**src/rtl/spi_slave_param.sv**
```systemverilog
// SPI slave front-end: MOSI frames of {cmd[1:0], payload} are deserialised into rx_data,
// and RAM read data is serialised back on MISO.
module spi_slave_param #(
    parameter  int DATA_W     = 8,
    parameter  int TX_TIMEOUT = 16,
    localparam int FRAME_W    = DATA_W + 2
) (
    input  logic               clk,
    input  logic               rst,
    input  logic               SS_n,
    input  logic               MOSI,
    output logic               MISO,
    output logic [FRAME_W-1:0] rx_data,
    output logic               rx_valid,
    input  logic [DATA_W-1:0]  tx_data,
    input  logic               tx_valid,
    output logic               busy,
    output logic               err
);

    localparam int CNT_W  = $clog2(FRAME_W);
    localparam int WAIT_W = (TX_TIMEOUT > 0) ? $clog2(TX_TIMEOUT + 1) : 1;
    localparam logic [WAIT_W-1:0] WAIT_LAST = (TX_TIMEOUT > 0) ? WAIT_W'(TX_TIMEOUT - 1) : '0;

    typedef enum logic [2:0] {
        S_IDLE,
        S_CHK_CMD,
        S_WRITE,
        S_READ_ADD,
        S_READ_DATA,
        S_RD_WAIT,
        S_RD_SHIFT,
        S_DONE
    } state_t;

    state_t              r_state;
    state_t              w_state_nxt;
    logic [FRAME_W-2:0]  r_shift;
    logic [CNT_W-1:0]    r_cnt;
    logic [WAIT_W-1:0]   r_wait;
    logic [DATA_W-1:0]   r_tx;
    logic                r_miso;
    logic [FRAME_W-1:0]  r_rx_data;
    logic                r_rx_valid;
    logic                r_err;
    logic                r_rd_addr_seen;

    logic [FRAME_W-1:0]  w_frame;
    logic [1:0]          w_cmd;
    logic                w_shift_en;
    logic                w_rx_load;
    logic                w_err;
    logic                w_set_seen;
    logic                w_clr_seen;
    logic                w_tx_latch;
    logic                w_abort;

    // The bit sampled on the current edge completes the frame.
    assign w_frame = {r_shift, MOSI};
    assign w_cmd   = w_frame[FRAME_W-1:FRAME_W-2];

    always_ff @(posedge clk or posedge rst) begin
        if (rst) begin
            r_state <= S_IDLE;
        end else begin
            r_state <= w_state_nxt;
        end
    end

    always_comb begin
        w_state_nxt = r_state;
        w_shift_en  = 1'b0;
        w_rx_load   = 1'b0;
        w_err       = 1'b0;
        w_set_seen  = 1'b0;
        w_clr_seen  = 1'b0;
        w_tx_latch  = 1'b0;
        w_abort     = 1'b0;
        if (SS_n && r_state != S_IDLE && r_state != S_DONE) begin
            w_abort     = 1'b1;
            w_err       = 1'b1;
            w_state_nxt = S_IDLE;
        end else begin
            case (r_state)
                S_IDLE: begin
                    if (!SS_n) w_state_nxt = S_CHK_CMD;
                end
                S_CHK_CMD: begin
                    w_shift_en = 1'b1;
                    if (!MOSI)               w_state_nxt = S_WRITE;
                    else if (r_rd_addr_seen) w_state_nxt = S_READ_DATA;
                    else                     w_state_nxt = S_READ_ADD;
                end
                S_WRITE, S_READ_ADD, S_READ_DATA: begin
                    w_shift_en = 1'b1;
                    if (r_cnt == '0) begin
                        if ((r_state == S_READ_ADD  && w_cmd != 2'b10) ||
                            (r_state == S_READ_DATA && w_cmd != 2'b11)) begin
                            w_err       = 1'b1;
                            w_state_nxt = S_DONE;
                        end else begin
                            w_rx_load   = 1'b1;
                            w_set_seen  = (r_state == S_READ_ADD);
                            w_state_nxt = (r_state == S_READ_DATA) ? S_RD_WAIT : S_DONE;
                        end
                    end
                end
                S_RD_WAIT: begin
                    if (tx_valid) begin
                        w_tx_latch  = 1'b1;
                        w_state_nxt = S_RD_SHIFT;
                    end else if (TX_TIMEOUT != 0 && r_wait == WAIT_LAST) begin
                        w_err       = 1'b1;
                        w_state_nxt = S_DONE;
                    end
                end
                S_RD_SHIFT: begin
                    if (r_cnt == '0) begin
                        w_clr_seen  = 1'b1;
                        w_state_nxt = S_DONE;
                    end
                end
                S_DONE: begin
                    if (SS_n) w_state_nxt = S_IDLE;
                end
                default: w_state_nxt = S_IDLE;
            endcase
        end
    end

    always_ff @(posedge clk or posedge rst) begin
        if (rst) begin
            r_shift        <= '0;
            r_cnt          <= '0;
            r_wait         <= '0;
            r_tx           <= '0;
            r_miso         <= 1'b0;
            r_rx_data      <= '0;
            r_rx_valid     <= 1'b0;
            r_err          <= 1'b0;
            r_rd_addr_seen <= 1'b0;
        end else begin
            if (w_shift_en) r_shift <= {r_shift[FRAME_W-3:0], MOSI};

            // One counter serves both the inbound frame and the outbound read byte.
            if (r_state == S_CHK_CMD)  r_cnt <= CNT_W'(FRAME_W - 2);
            else if (w_tx_latch)       r_cnt <= CNT_W'(DATA_W - 1);
            else if (r_cnt != '0)      r_cnt <= r_cnt - 1'b1;

            if (r_state == S_RD_WAIT && !tx_valid) r_wait <= r_wait + 1'b1;
            else                                   r_wait <= '0;

            if (w_tx_latch)                  r_tx <= tx_data;
            else if (r_state == S_RD_SHIFT)  r_tx <= r_tx << 1;

            if (w_tx_latch)
                r_miso <= tx_data[DATA_W-1];
            else if (r_state == S_RD_SHIFT && !w_abort && r_cnt != '0)
                r_miso <= r_tx[DATA_W-2];
            else
                r_miso <= 1'b0;

            if (w_rx_load) r_rx_data <= w_frame;
            r_rx_valid <= w_rx_load;
            r_err      <= w_err;

            if (w_set_seen)      r_rd_addr_seen <= 1'b1;
            else if (w_clr_seen) r_rd_addr_seen <= 1'b0;
        end
    end

    assign MISO     = r_miso;
    assign rx_data  = r_rx_data;
    assign rx_valid = r_rx_valid;
    assign err      = r_err;
    assign busy     = (r_state != S_IDLE);

endmodule

```
**config.mk**
```make
export PLATFORM = sky130hd
export DESIGN_NAME = spi_slave_param
export DESIGN_NICKNAME = d
export VERILOG_FILES = /design/src/rtl/spi_slave_param.sv
export SDC_FILE = /design/constraint.sdc
export NUM_CORES = 1
export LEC_CHECK = 0
export CORE_AREA = 3 3 93 73
export CTS_CLUSTER_SIZE = 16
export DETAILED_ROUTE_END_ITERATION = 6
export DIE_AREA = 0 0 96 76
export GPL_TIMING_DRIVEN = 0
export MAX_ROUTING_LAYER = met4
export PLACE_DENSITY = 0.51
export SLEW_MARGIN = 20
export SYNTH_ARGS = -nofsm -noshare
export SYNTH_HDL_FRONTEND = slang
export SYNTH_SLANG_ARGS = --single-unit
```
**constraint.sdc**
```tcl
create_clock -name clk -period 2.25 [get_ports clk]
set_input_delay 0.225 -clock clk [delete_from_list [all_inputs] [get_ports clk]]
set_output_delay 0.225 -clock clk [all_outputs]
set_load 0.01 [all_outputs]
```
Yosys cells after proc, flatten, opt, wreduce, memory -nomap -nowiden
Index checks and enable logic that the tools add are counted.
- flip-flop bits (word level): 42
- output and inout bits: 14
- logic and storage cells: 93
- input port bits: 13
- reduce and logical (&&, ||, !) cells: 20
- add/subtract/negate cells: 2
- equality and inequality tests: 16
- mux-type cells: 45
- operator list (kind ; count):
    3-bit 2-to-1 mux ; 9
    1-bit 2-to-1 mux ; 26
    3-bit one-hot mux with 6 select lines ; 1
    3-bit inequality test (second input constant) ; 5
    7-bit 2-to-1 mux ; 2
    3-bit equality test (second input constant) ; 4
    4-bit 2-to-1 mux ; 3
    1-bit logical AND ; 7
    3-bit by 2-bit equality test with 1-bit output (second input constant) ; 2
    3-bit nonzero test ; 2
    5-bit by 1-bit adder with 5-bit output (second input constant) ; 1
    5-bit by 4-bit equality test with 1-bit output (second input constant) ; 1
    5-bit 2-to-1 mux ; 1
    5-bit AND reduction ; 1
    4-bit zero test ; 1
    2-bit 2-to-1 mux ; 2
    2-bit inequality test (second input constant) ; 2
    4-bit inequality test (second input constant) ; 1
    2-bit nonzero test ; 2
    4-bit nonzero test ; 1
    4-bit OR reduction ; 1
    4-bit by 1-bit subtractor with 4-bit output (second input constant) ; 1
    3-bit by 1-bit equality test with 1-bit output (second input constant) ; 1
    3-bit zero test ; 1
    4 further kinds ; 5

Logic depth before layout (Yosys ltp)
Gate-level depths: netlist of run 1.
- depth after elaboration: 9
- depth in mapped cells: 7
- gate-level depth less buffers: 6

Worst setup path after synthesis of run 1
No wires, ideal clock.
- path type: reg2reg
- start point: register r_cnt[0]
- end point: register r_rx_data[0], in the netlist rx_data[0]
- data required time: 2.125 ns
- clock period less this slack: 1.820 ns
- setup time: 0.125 ns
- cell stages (with the launch flop): 7
- buffers on the path: 1
- data arrival time: 1.694 ns
- slack: 0.430 ns
- path through: dfrtp_1 inv_1 ha_1 nor4b_2 and4_4 buf_6 mux2_4
- longest elaborated chain between the ends: 4
- ends and longest elaborated chain (element ; RTL line ; source):
    start: declaration ; 39 ; logic [CNT_W-1:0] r_cnt;
    start signal: assignment ; 146 ; if (r_state == S_CHK_CMD) r_cnt <= CNT_W'(FRAME_W - 2);
    start signal: assignment ; 147 ; else if (w_tx_latch) r_cnt <= CNT_W'(DATA_W - 1);
    start signal: assignment ; 148 ; else if (r_cnt != '0) r_cnt <= r_cnt - 1'b1;
    4-bit zero test ; 96 ; if (r_cnt == '0) begin
    1-bit 2-to-1 mux ; 96 ;
    1-bit 2-to-1 mux ; 84 ; case (r_state)
    1-bit 2-to-1 mux ; 79 ; if (SS_n && r_state != S_IDLE && r_state != S_DONE) begin
    via w_rx_load ; 51 ; logic w_rx_load;
    end signal: assignment ; 163 ; if (w_rx_load) r_rx_data <= w_frame;
    end: declaration ; 43 ; logic [FRAME_W-1:0] r_rx_data;
The timed path passes the listed nets, and every way through them passes these cells.
A chain may end at the register's enable or synchronous reset.

Final worst setup path of run 1
- start point: register r_state[2]
- end point: output busy
- longest elaborated chain between the ends: 1
- ends and longest elaborated chain (element ; RTL line ; source):
    start: declaration ; 36 ; state_t r_state;
    start signal: assignment ; 66 ; r_state <= w_state_nxt;
    3-bit nonzero test ; 176 ; assign busy = (r_state != S_IDLE);
    end: declaration ; 17 ; output logic busy,
No other way between the ends.

==> implementation parameters, run 1 <==
Parameter                              Value

Power
  Pwr per Cell Area    1180 nW/um^2
  Worst VDD drop    413 uV
  Static power due to leakage    1.09 nW

Routing
  Via density per instance    4.96
  Detailed-router iteration count before antenna repair    4
  Number of nets with antenna violations after routing    0
  Number of design rule violations left after detail routing    0
  Number of DRC markers in iteration 0    65
  Overall via count from detail_route    1467
  WL final    4190 um
  DR WL/cell    14.1 um

Finish
  Area taken by multi-input logic gates    907 um^2
  Fraction of layout instances using a drive strength above 1    0.165
  Number of filler instances in the final layout    596
  Area growth from synthesis to layout    22.2%
  Commonest cells after routing, fill and taps aside    dfrtp_1 (42), clkdlybuf4s50_1 (25), nand2_1 (15), nor2_1 (12)
  N_diodes    0
  Reg area    1050 um^2
  Most common library cell in the layout ignoring fill and taps    dfrtp_1
  Number of nets in the finished design    234

Critical path
  Type of element launching the critical path    register
  Crit path required time    2.03 ns
  Worst reg2reg startpoint    r_cnt[0]
  Slack of the worst reg-to-reg path    0.25 ns
  Endpoint kind of the worst setup timing path    output port
  Worst reg2reg endpoint    rx_data[2]
  Maximum fanout encountered on the critical timing path    10
  Type of the worst setup path    register to output port
  Critical path data arrival time    1.86 ns
  R2R cell count    6

CTS
  Clock buffers created by TritonCTS    5
  # Post-CTS Setup Buffers    0
  TritonCTS clock tree    yes
  CTS sink cnt    42
  Clock transition at the register clock pins on the worst setup and hold paths after CTS    0.07 ns
  Maximum level of the CTS H-tree    2
  Root buf cell    clkbuf_8
  Worst-Skew Late Latency    0.29 ns
  Largest buffer count on any clock path    2

Logic synthesis
  Flops & latches, synth    42
  Simple-gate portion of the synthesized area    0.154
  Syn Area/Cell    11.0 um^2
  Part of the Yosys area used for sequential elements    0.514
  Nets in the synthesized netlist    201
  Xor and xnor area share after synthesis    0.0171
  Area of the mapped netlist    2040 um^2
  Post-synth EDFFs    0
  Top cell type's share of synthesized area    0.514
  Complex-gate fraction of the synthesized area    0.122
  Synth Area in Adders    0.0184
  Async S/R FF share, synth    1.00
  Post-synthesis cell type count    41
  Number of instances in the synthesized netlist    185
  Multiplexer fraction of the synthesized cell area    0.129
  Largest family of logic cells by synthesized area    simple AND/OR/NAND/NOR gates
  Ys Warns    0
  Main area contributors after synthesis    dfrtp_1 (51%), mux2_4 (7.3%), mux2_2 (5.5%)
  Library cell occupying the most area in the post-synthesis netlist    dfrtp_1
  Most common flop cell mapped by yosys    dfrtp_1

Status
  Result of the run    finished, final reports clean

Global routing
  Vias in the first global route    1454
  Initial antenna violation count    0
  Largest net degree at the start of global routing    26
  Final global-route overflow total    0
  Global-route wire length before repair    7290 um
  Overall Global Routing Usage    0.130

STA
  Setup repair after global routing missed its margin    no
  Final Setup Violations    0
  Maximum clock frequency    0.480 GHz
  Aggregate negative setup slack    0 ns
  Clock period minus worst slack    2.08 ns
  Portion of the clock cycle consumed by the worst path in the final layout    0.926
  Final Slew Violations    0
  Clock skew after layout    0.00407 ns
  Slew at the pin with the worst max-slew slack    0.462 ns
  Final Hold Fails    0
  Final worst setup slack    0.167 ns
  Rel. slew slack    0.689

Placed design
  DP HPWL    2960 um
  Place WS    0.114 ns
  Final GP Congestion    0.806
  Number of input and output port buffers inserted    25

Die
  Core region area    5860 um^2
  Vertical die dimension    76 um
  Full die area    7300 um^2
  Initial standard-cell utilization of the core    0.349
  Row count    24
  Number of I/O pins    27
  Die W    96 um

Worst hold path
  Class of the tightest hold or removal check    primary input to async pin

Run
  Max Cap Violations    0
## through the flow
step / hold slack (ns) / cells / power, mW / cell area, um^2 / util
6_report: 0.244 / 296 / 2.95 / 2500 / 0.426
5_1_grt: 0.260 / 296 / 3.20 / 2500 / 0.426
4_1_cts: 0.238 / 296 / 2.97 / 2490 / 0.425
3_5_place_dp: 0.459 / 289 / 2.50 / 2410 / 0.412
3_3_place_gp: 0.455 / 288 / 2.49 / 2390 / 0.408
2_1_floorplan: 0.370 / 185 / 2.08 / 2040 / -
## how the worst max path moves through the flow
| stage | cells after the start | end | start | slack (ns) |
|---|---|---|---|---|
| 6_report | 3 | busy | r_state[2] | 0.17 |
| 3_5_place_dp | 6 | rx_data[5] | r_cnt[0] | 0.11 |
| 5_1_grt | 3 | busy | r_state[2] | 0.07 |
| 2_1_floorplan | 6 | rx_data[0] | r_cnt[0] | 0.43 |
| 4_1_cts | 6 | rx_data[2] | r_cnt[0] | 0.08 |
| 3_3_place_gp | 2 | MISO | rst | 0.09 |
## cell families (layout without fill, tap and decap cells)
| kind of cell | count (synthesis) | after routing |
|---|---|---|
| flip-flops | 42 | 42 |
| AND/OR/NAND/NOR | 56 | 56 |
| adder cells (fa/ha/maj) | 3 | 3 |
| XOR/XNOR | 4 | 4 |
| multiplexers | 20 | 20 |
| AO/OA/AOI/OAI | 38 | 38 |
| buffers and inverters | 22 | 55 |
## power breakdown
part / switching, mW / total, mW / internal [mW]
Clock: 0.246 / 0.460 / 0.214
Sequential: 0.225 / 1.27 / 1.05
Combinational: 0.537 / 1.22 / 0.686
Total: 1.01 / 2.95 / 1.95
## routing by layer
layer | GRT usage | vias to the layer above | share of wire
li1 | - | 720 | -
met1 | 0.200 | 720 | 0.56
met2 | 0.164 | 20 | 0.39
met3 | 0.0355 | 7 | 0.035
met4 | 0.0341 | 0 | 0.013
met5 | - | - | 0
## area by class of cell
class,count,share of cell area
Timing Repair Buffer,26,0.108
Buffer,11,0.0211
Tap cell,78,0.0391
Inverter,11,0.0165
Clock buffer,7,0.0306
Multi-Input combinational cell,121,0.363
Sequential cell,42,0.421
## registers in the layout (all words and copies together) (netlist names)
signal,cells
r_wait,5
err,1
rx_data,10
r_shift,9
r_cnt,4
r_tx,7
r_state,3
MISO,1
rx_valid,1
r_rd_addr_seen,1
## worst max-delay path, stage by stage (launching register included)
cell	delay (ns)
dfrtp_1	0.39
clkbuf_1	0.20
or3_1	0.47
clkdlybuf4s50_1	0.51
## Yosys cell counts, types with 3 or more instances
| cell | instances |
|---|---|
| a21o_1 | 5 |
| a21oi_1 | 6 |
| a31oi_1 | 8 |
| and3_1 | 5 |
| buf_2 | 3 |
| clkbuf_1 | 7 |
| dfrtp_1 | 42 |
| ha_1 | 3 |
| inv_1 | 11 |
| mux2_2 | 10 |
| mux2_4 | 10 |
| nand2_1 | 15 |
| nand3_1 | 5 |
| nand3b_1 | 4 |
| nor2_1 | 12 |
| o21ai_0 | 6 |
| o22ai_1 | 3 |
| xnor2_1 | 3 |
## what timing repair did
item,CTS,global route
resized for setup,0,1
hold buffers,0,0
setup endpoints to repair,0,9
Note: power is estimated with default switching activity, not from simulation.
==> run 2, diff against run 1 <==
- PLACE_DENSITY: 0.51 -> default
==> run 2 against run 1 <==
Against the previous run:
- clock power increased by 32%
- fmax is 0.63% higher
- critical path type unchanged
- clock-buffer cell count down 1
- cell area up 1.5%
- register-to-register slack hardly changed
- die area is the same
- sequential cell count stayed put
- sequential share of layout area shrank 0.60 points
- total power rose by 5.1%
- largest cell class unchanged
- combinational power barely moved
- utilization is 0.62 points higher
==> implementation parameters, run 2 (synthesis gave the netlist of run 1 again) <==
Parameter                              Value

Critical path
  Cells along the critical path    clkbuf_1, or3_1, clkdlybuf4s50_1
  Crit path required time    2.03 ns
  Critical path data arrival time    1.85 ns
  Slowest stage delay, CP    0.51 ns
  Max stage delay cell, worst path    clkdlybuf4s50_1
  Type of the worst setup path    register to output port
  Endpoint kind of the worst setup timing path    output port
  Maximum fanout encountered on the critical timing path    10
  Type of element launching the critical path    register

STA
  Rel. slew slack    0.650
  Clock period minus worst slack    2.07 ns
  Clock skew after layout    0.00233 ns
  Portion of the clock cycle consumed by the worst path in the final layout    0.920
  Final Setup Violations    0
  Final worst setup slack    0.180 ns
  Maximum clock frequency    0.483 GHz
  Setup repair after global routing missed its margin    no
  Final Hold Fails    0
  Aggregate negative setup slack    0 ns
  Final Slew Violations    0
  Slew at the pin with the worst max-slew slack    0.520 ns

Routing
  WL final    4090 um
  Number of design rule violations left after detail routing    0
  Number of DRC markers in iteration 0    116
  Detailed-router iteration count before antenna repair    4
  Number of nets with antenna violations after routing    0
  Via density per instance    4.95
  Overall via count from detail_route    1465
  DR WL/cell    13.8 um

CTS
  Worst-Skew Late Latency    0.29 ns
  Maximum level of the CTS H-tree    2
  Largest buffer count on any clock path    2
  Hold buffers post-CTS    0
  Clock buffers created by TritonCTS    5
  TritonCTS clock tree    yes
  Clock transition at the register clock pins on the worst setup and hold paths after CTS    0.08 ns
  # Post-CTS Setup Buffers    0
  CTS sink cnt    42
  Quantity of gates resized following cts    0
  Root buf cell    clkbuf_8

Finish
  N_diodes    0
  Commonest cells after routing, fill and taps aside    dfrtp_1 (42), clkdlybuf4s50_1 (25), nand2_1 (15), nor2_1 (12)
  Number of nets in the finished design    234
  Most common library cell in the layout ignoring fill and taps    dfrtp_1
  Fraction of layout instances using a drive strength above 1    0.174
  Number of filler instances in the final layout    564
  Area growth from synthesis to layout    23.9%
  Flip-flop count of the largest register, all copies and words added    10

Placed design
  Place WS    0.0908 ns
  Final GP Congestion    0.851
  Number of input and output port buffers inserted    25
  DP HPWL    2860 um

Power
  Static power due to leakage    1.11 nW
  Pwr per Cell Area    1230 nW/um^2
  Worst VDD drop    427 uV
  Power Total    3.10 mW

Global routing
  Vias in the first global route    1413
  Global-route wire length before repair    7000 um
  Met1 Usage GRT    0.189
  Met2 routing resource usage after global routing    0.159
  Initial antenna violation count    0
  Global-route met3 utilization    0.0276
  Largest net degree at the start of global routing    35
  Final global-route overflow total    0
  Global routing's busiest layer    met1
  Overall Global Routing Usage    0.125

Die
  Initial standard-cell utilization of the core    0.349
  Die W    96 um
  Number of I/O pins    27
  Core region area    5860 um^2
  Row count    24
  Vertical die dimension    76 um
  Full die area    7300 um^2

Worst hold path
  Class of the tightest hold or removal check    primary input to async pin

Run
  Max Cap Violations    0

Status
  Result of the run    finished, final reports clean
==> run 2: cell types whose count changed in the layout (fill, tap and decap cells not counted) <==
cell / previous run / this run
bufinv_16: 0 / 1
clkbuf_1: 9 / 7
clkbuf_8: 5 / 6
==> run 2: layout make-up <==
cell class,instances,area (um^2),area share
Sequential cell,42,1050,0.415
Clock buffer,6,82.6,0.0326
Tap cell,78,97.6,0.0385
Inverter,11,41.3,0.0163
Multi-Input combinational cell,121,907,0.358
Clock inverter,1,30.0,0.0119
Buffer,11,52.6,0.0208
Timing Repair Buffer,26,270,0.107
==> run 2: metrics by stage <==
stage	utilization	instances	instance area [um^2]	hold WS (ns)
after detailed placement	0.412	289	2410	0.451
after CTS	0.431	296	2520	0.148
final	0.432	296	2530	0.152
after global routing	0.432	296	2530	0.157
after global placement	0.408	288	2390	0.449
after floorplan	-	185	2040	0.370
==> run 2: where the power goes <==
group	leakage, nW	switching (mW)	total (mW)	internal, mW
clock network	0.0573	0.254	0.609	0.355
logic	0.525	0.541	1.23	0.687
registers	0.528	0.221	1.27	1.05
==> run 2: path summary, 6_finish.rpt <==
| path | end | slack [ns] | startpoint | depth (start not counted) |
|---|---|---|---|---|
| setup / recovery | busy | 0.18 | r_state[2] | 3 |
| hold / removal | rx_data[2] | 0.15 | rst | 2 |
| setup reg to reg | rx_data[2] | 0.24 | r_cnt[0] | 6 |
| hold reg to reg | r_wait[0] | 0.46 | r_wait[0] | 1 |
| max in group asynchronous | r_tx[6] | 1.67 | rst | 3 |
| min in group clk | r_state[2] | 0.24 | SS_n | 2 |
==> run 2: metal layers <==
metal  vias up  part of all wire
met1       696              0.52
met2        44              0.41
met4         0             0.016
met5         -                 0
li1        721                 -
met3         4             0.054
==> run 2: worst max-delay path: cells and delay by family (launching register included) <==
kind                   cells  cell delay [ns]
buffers and inverters      2             0.71
AND/OR/NAND/NOR            1             0.46
flip-flops                 1             0.39
